===== src/rtl/riscv_branch_unit.sv =====
// riscv_branch_unit: RV64 branch resolution with a direct-mapped 2-bit BHT.
// Optional perf counters are compiled in with RISCV_BRU_PERF_EN.
module riscv_branch_unit #(
  parameter int XLEN      = 64,
  parameter int BHT_DEPTH = 64
) (
  input  logic            i_riscv_core_clk,
  input  logic            i_riscv_core_rst,
  input  logic [XLEN-1:0] i_riscv_bru_fetch_pc,
  output logic            o_riscv_bru_pred_taken,
  input  logic            i_riscv_bru_valid,
  input  logic            i_riscv_bru_stall,
  input  logic [3:0]      i_riscv_bru_cond,
  input  logic [XLEN-1:0] i_riscv_bru_rs1data,
  input  logic [XLEN-1:0] i_riscv_bru_rs2data,
  input  logic [XLEN-1:0] i_riscv_bru_pc,
  input  logic            i_riscv_bru_pred_taken,
  output logic            o_riscv_bru_res_valid,
  output logic            o_riscv_bru_taken,
  output logic            o_riscv_bru_mispredict
`ifdef RISCV_BRU_PERF_EN
  ,
  output logic [31:0]     o_riscv_bru_br_count,
  output logic [31:0]     o_riscv_bru_miss_count
`endif
);

  localparam int IDX_W = $clog2(BHT_DEPTH);

  logic [1:0]       bht_q [BHT_DEPTH];
  logic             res_valid_q;
  logic             taken_q;
  logic             mispred_q;

  logic [IDX_W-1:0] fetch_idx;
  logic [IDX_W-1:0] res_idx;
  logic             eq;
  logic             lt;
  logic             ltu;
  logic             f3_ok;
  logic             dir;
  logic             acc;
  logic             mispred_d;
  logic [1:0]       ctr_cur;
  logic [1:0]       ctr_d;
  logic             unused_pc;

  assign fetch_idx = i_riscv_bru_fetch_pc[IDX_W+1:2];
  assign res_idx   = i_riscv_bru_pc[IDX_W+1:2];

  assign unused_pc = ^{i_riscv_bru_fetch_pc[XLEN-1:IDX_W+2],
                       i_riscv_bru_fetch_pc[1:0],
                       i_riscv_bru_pc[XLEN-1:IDX_W+2],
                       i_riscv_bru_pc[1:0]};

  // Lookup reads the registered table: no bypass from a same-cycle write.
  assign o_riscv_bru_pred_taken = bht_q[fetch_idx][1];

  assign eq  = i_riscv_bru_rs1data == i_riscv_bru_rs2data;
  assign lt  = $signed(i_riscv_bru_rs1data) < $signed(i_riscv_bru_rs2data);
  assign ltu = i_riscv_bru_rs1data < i_riscv_bru_rs2data;

  always_comb begin
    f3_ok = 1'b1;
    dir   = 1'b0;
    case (i_riscv_bru_cond[2:0])
      3'b000:  dir = eq;
      3'b001:  dir = ~eq;
      3'b100:  dir = lt;
      3'b101:  dir = ~lt;
      3'b110:  dir = ltu;
      3'b111:  dir = ~ltu;
      default: f3_ok = 1'b0;
    endcase
  end

  assign acc = i_riscv_bru_valid & ~i_riscv_bru_stall
             & i_riscv_bru_cond[3] & f3_ok
             & ~i_riscv_core_rst;

  assign mispred_d = acc & (dir != i_riscv_bru_pred_taken);

  assign ctr_cur = bht_q[res_idx];

  always_comb begin
    ctr_d = ctr_cur;
    if (dir) begin
      if (ctr_cur != 2'b11) ctr_d = ctr_cur + 2'd1;
    end else begin
      if (ctr_cur != 2'b00) ctr_d = ctr_cur - 2'd1;
    end
  end

  always_ff @(posedge i_riscv_core_clk) begin
    if (i_riscv_core_rst) begin
      for (int i = 0; i < BHT_DEPTH; i++) bht_q[i] <= 2'b01;
      res_valid_q <= 1'b0;
      taken_q     <= 1'b0;
      mispred_q   <= 1'b0;
    end else begin
      res_valid_q <= acc;
      mispred_q   <= mispred_d;
      if (acc) begin
        taken_q        <= dir;
        bht_q[res_idx] <= ctr_d;
      end
    end
  end

  assign o_riscv_bru_res_valid  = res_valid_q;
  assign o_riscv_bru_taken      = taken_q;
  assign o_riscv_bru_mispredict = mispred_q;

`ifdef RISCV_BRU_PERF_EN
  logic [31:0] br_cnt_q;
  logic [31:0] br_cnt_d;
  logic [31:0] miss_cnt_q;
  logic [31:0] miss_cnt_d;

  always_comb begin
    br_cnt_d   = br_cnt_q;
    miss_cnt_d = miss_cnt_q;
    if (acc && br_cnt_q != 32'hFFFF_FFFF)
      br_cnt_d = br_cnt_q + 32'd1;
    if (mispred_d && miss_cnt_q != 32'hFFFF_FFFF)
      miss_cnt_d = miss_cnt_q + 32'd1;
  end

  always_ff @(posedge i_riscv_core_clk) begin
    if (i_riscv_core_rst) begin
      br_cnt_q   <= 32'd0;
      miss_cnt_q <= 32'd0;
    end else begin
      br_cnt_q   <= br_cnt_d;
      miss_cnt_q <= miss_cnt_d;
    end
  end

  assign o_riscv_bru_br_count   = br_cnt_q;
  assign o_riscv_bru_miss_count = miss_cnt_q;
`endif

endmodule


===== config.mk =====
export PLATFORM = sky130hd
export DESIGN_NAME = riscv_branch_unit
export DESIGN_NICKNAME = d
export VERILOG_FILES = /design/src/rtl/riscv_branch_unit.sv
export SDC_FILE = /design/constraint.sdc
export NUM_CORES = 1
export LEC_CHECK = 0
export CORE_ASPECT_RATIO = 0.8
export CORE_MARGIN = 3
export CORE_UTILIZATION = 49
export DETAILED_ROUTE_END_ITERATION = 16
export PLACE_DENSITY = 0.82
export SLEW_MARGIN = 20
export SYNTH_ARGS = -nofsm -noshare
export SYNTH_HDL_FRONTEND = slang
export SYNTH_SLANG_ARGS = --single-unit

===== constraint.sdc =====
create_clock -name i_riscv_core_clk -period 4.8 [get_ports i_riscv_core_clk]
set_clock_uncertainty 0.1 [all_clocks]
set_input_delay 0.96 -clock i_riscv_core_clk [delete_from_list [all_inputs] [get_ports i_riscv_core_clk]]
set_output_delay 0.96 -clock i_riscv_core_clk [all_outputs]
set_load 0.03 [all_outputs]

==> flow_summary.json <==
{
  "postCtsHoldBufs": 0,
  "p_leak_uw": 0.00431,
  "grt_overflow": 0,
  "die-area_um2": 20400,
  "die_h_um": 128,
  "intPower_uw": 2380,
  "synth_top_cell_area_share": 0.420,
  "relSlewSlack": 0.445,
  "end_kind": "output pin",
  "seq_power_share": 0.400,
  "hold_viol_final": 0,
  "cp-start-kind": "input port",
  "grt_pass1_vias": 7622,
  "status": "finished clean",
  "finalSetupViolCount": 0,
  "syn-num-nets": 1202,
  "p_sw_frac": 0.264,
  "avgSynthCellArea_um2": 10.5,
  "cp_max_fo": 16,
  "highest_layer": "met5",
  "start_util": 0.503,
  "ys_seq_area_frac": 0.426,
  "wl_met2_um": 11800,
  "tightest_slew_ns": 0.829,
  "required_ns": 3.74,
  "vias": 7712,
  "place_congestion": 1.02,
  "ioPinCount": 269,
  "max-cap-violations": 0,
  "drc": 0,
  "fmax_mhz": 215,
  "drtPass1Iterations": 7,
  "area_growth_pct": 25.8,
  "cts_root_buffer": "clkbuf_16",
  "grt_setup_unrepaired": "no",
  "numCtsBuffers": 17,
  "critPathKind": "in2out",
  "yosysUniqueCellTypes": 67,
  "dpl.hpwl_um": 20300,
  "cts.sinks": 131,
  "wl_um": 27800,
  "clockPowerShare": 0.404,
  "synthCells": 873,
  "layout.cells.most_common": "clkdlybuf4s50_1",
  "mostFrequentLayoutCells": "148 x clkdlybuf4s50_1, 128 x edfxtp_1, 92 x nand2_1, 70 x inv_1",
  "grt_pass1_wl_um": 42500,
  "antenna_found_initial": 1,
  "synthFlopType": "edfxtp_1",
  "maxSlewViolCount": 0,
  "clkLatencyLatePin_ns": 0.43,
  "port_buffers": 152,
  "final_area_um2": 11500,
  "n_antenna_cell": 0,
  "synthArstFlopShare": 0,
  "tns_ns": 0,
  "power_frac_comb": 0.195,
  "met3_length_um": 3710,
  "rows": 44,
  "ys_seq_elements": 131,
  "postRouteAntennaNets": 0,
  "irDropWorstVdd_mv": 0.204,
  "cts_max_path_buffers": 2,
  "wl_met1_um": 10500,
  "grt_max_degree": 66,
  "grt_use_total": 0.275,
  "synthTopCellsByArea": "edfxtp_1 42%, ha_1 8.7%, mux4_2 7.1%, nand2_1 3.8%, or2_2 3.3%",
  "arrival_ns": 3.59,
  "hp-class": "reg2reg",
  "netSwitchingPower_uw": 853,
  "final_nets": 1344,
  "total_power_uw": 3230,
  "synth_top_area_cell": "edfxtp_1",
  "clk_pin_slew_worst_paths_ns": 0.06,
  "initialDrtViolationCount": 1072,
  "coreArea_um2": 18200,
  "htree_levels": 4,
  "placed_cell_area_um2": 10900,
  "synth_area_um2": 9160,
  "finalCritPeriodShare": 0.969,
  "synth_edf_count": 128,
  "vias_per_cell": 6.02,
  "wl_per_cell_um": 21.7,
  "power.density_nw_per_um2": 280,
  "drive_gt1_frac": 0.152,
  "final.min_clock_period_ns": 4.65,
  "tritoncts": "done",
  "die_w_um": 159,
  "synth_warnings": 0
}
[path summary, 6_finish.rpt]
kind | endpoint | depth (start not counted) | slack, ns | start
worst min-delay path | o_riscv_bru_taken$_SDFFE_PP0P_ | 2 | 0.44 | o_riscv_bru_taken$_SDFFE_PP0P_
worst min register to register | o_riscv_bru_taken$_SDFFE_PP0P_ | 2 | 0.44 | o_riscv_bru_taken$_SDFFE_PP0P_
worst max-delay path | o_riscv_bru_pred_taken | 6 | 0.15 | i_riscv_bru_fetch_pc[2]
worst max register to register | bht_q[23][1]$_SDFFCE_PN0P_ | 8 | 1.65 | bht_q[16][0]$_SDFFCE_PN1P_
[cell families after synthesis]
logic type / count (synthesis) / synth area share
buffers and inverters: 129 / 0.0665
and+or+nand+nor: 310 / 0.171
adders and majority gates: 64 / 0.0874
AOI/OAI and AO/OA: 180 / 0.141
xor gates and xnor gates: 2 / 0.00191
muxes: 57 / 0.107
DFF: 131 / 0.426
[area by class of cell]
type | instances | area (um^2)
inverter | 72 | 270
clock buffer | 17 | 425
clock inverter | 15 | 165
multi-input combinational | 613 | 4660
sequential | 131 | 3900
fill | 1380 | 6690
timing repair buffer | 180 | 1790
tap | 253 | 317
[power by group through the flow]
stage | Combinational (uW) | Clock (uW) | Sequential [uW]
floorplan | 369 | 0 | 1310
global placement | 608 | 0 | 1310
detailed placement | 620 | 0 | 1320
CTS | 622 | 1300 | 1290
global route | 675 | 1360 | 1300
finish | 631 | 1300 | 1290
[synth_stat cells, drive strengths merged, types with 3 or more instances]
| cell | instances |
|---|---|
| a211oi | 11 |
| nand3b | 6 |
| o31ai | 4 |
| nor2 | 64 |
| mux2 | 7 |
| o2bb2ai | 4 |
| nand4 | 12 |
| a221oi | 3 |
| or3b | 3 |
| and4 | 3 |
| mux2i | 19 |
| a221o | 8 |
| nor2b | 4 |
| nand2 | 92 |
| dfxtp | 3 |
| a22oi | 6 |
| ha | 64 |
| o22ai | 3 |
| inv | 71 |
| and2 | 3 |
| a31oi | 4 |
| a21boi | 48 |
| a21oi | 40 |
| o211ai | 4 |
| nand3 | 30 |
| mux4 | 31 |
| o21ai | 19 |
| a22o | 3 |
| clkbuf | 25 |
| and3 | 3 |
| a21o | 12 |
| or2 | 49 |
| nor3 | 13 |
| buf | 32 |
| edfxtp | 128 |
| nand2b | 16 |
[sequential cells by signal (all words and copies together), names as in the netlist]
register                flops
bht_q                     128
o_riscv_bru_mispredict      1
o_riscv_bru_res_valid       1
o_riscv_bru_taken           1
[critical path: stages]
cell and delay [ns]:
clkdlybuf4s50_1 0.50, buf_12 0.21, mux4_2 0.59, mux4_2 0.51, mux4_2 0.45, dlygate4sd2_1 0.37
[routing by layer]
metal / vias to the layer above / GRT usage
li1: 3495 / -
met3: 96 / 0.0969
met1: 3525 / 0.359
met4: 2 / 0.161
met2: 594 / 0.402
met5: - / 0
[per-stage QoR]
stage / instances / utilization / hold slack, ns / setup slack [ns]
floorplan: 873 / - / 0.519 / 0.263
global placement: 1249 / 0.600 / 0.396 / -0.0742
detailed placement: 1249 / 0.600 / 0.431 / -0.0849
CTS: 1281 / 0.633 / 0.439 / 0.160
global route: 1281 / 0.633 / 0.453 / 0.0988
finish: 1281 / 0.633 / 0.439 / 0.147
[timing repair]
item / CTS / global route
resized for setup: 1 / 0
hold endpoints to repair: 0 / 0
setup buffers: 0 / 0
setup endpoints to repair: 1 / 0
Note: power is estimated with default switching activity, not from simulation.
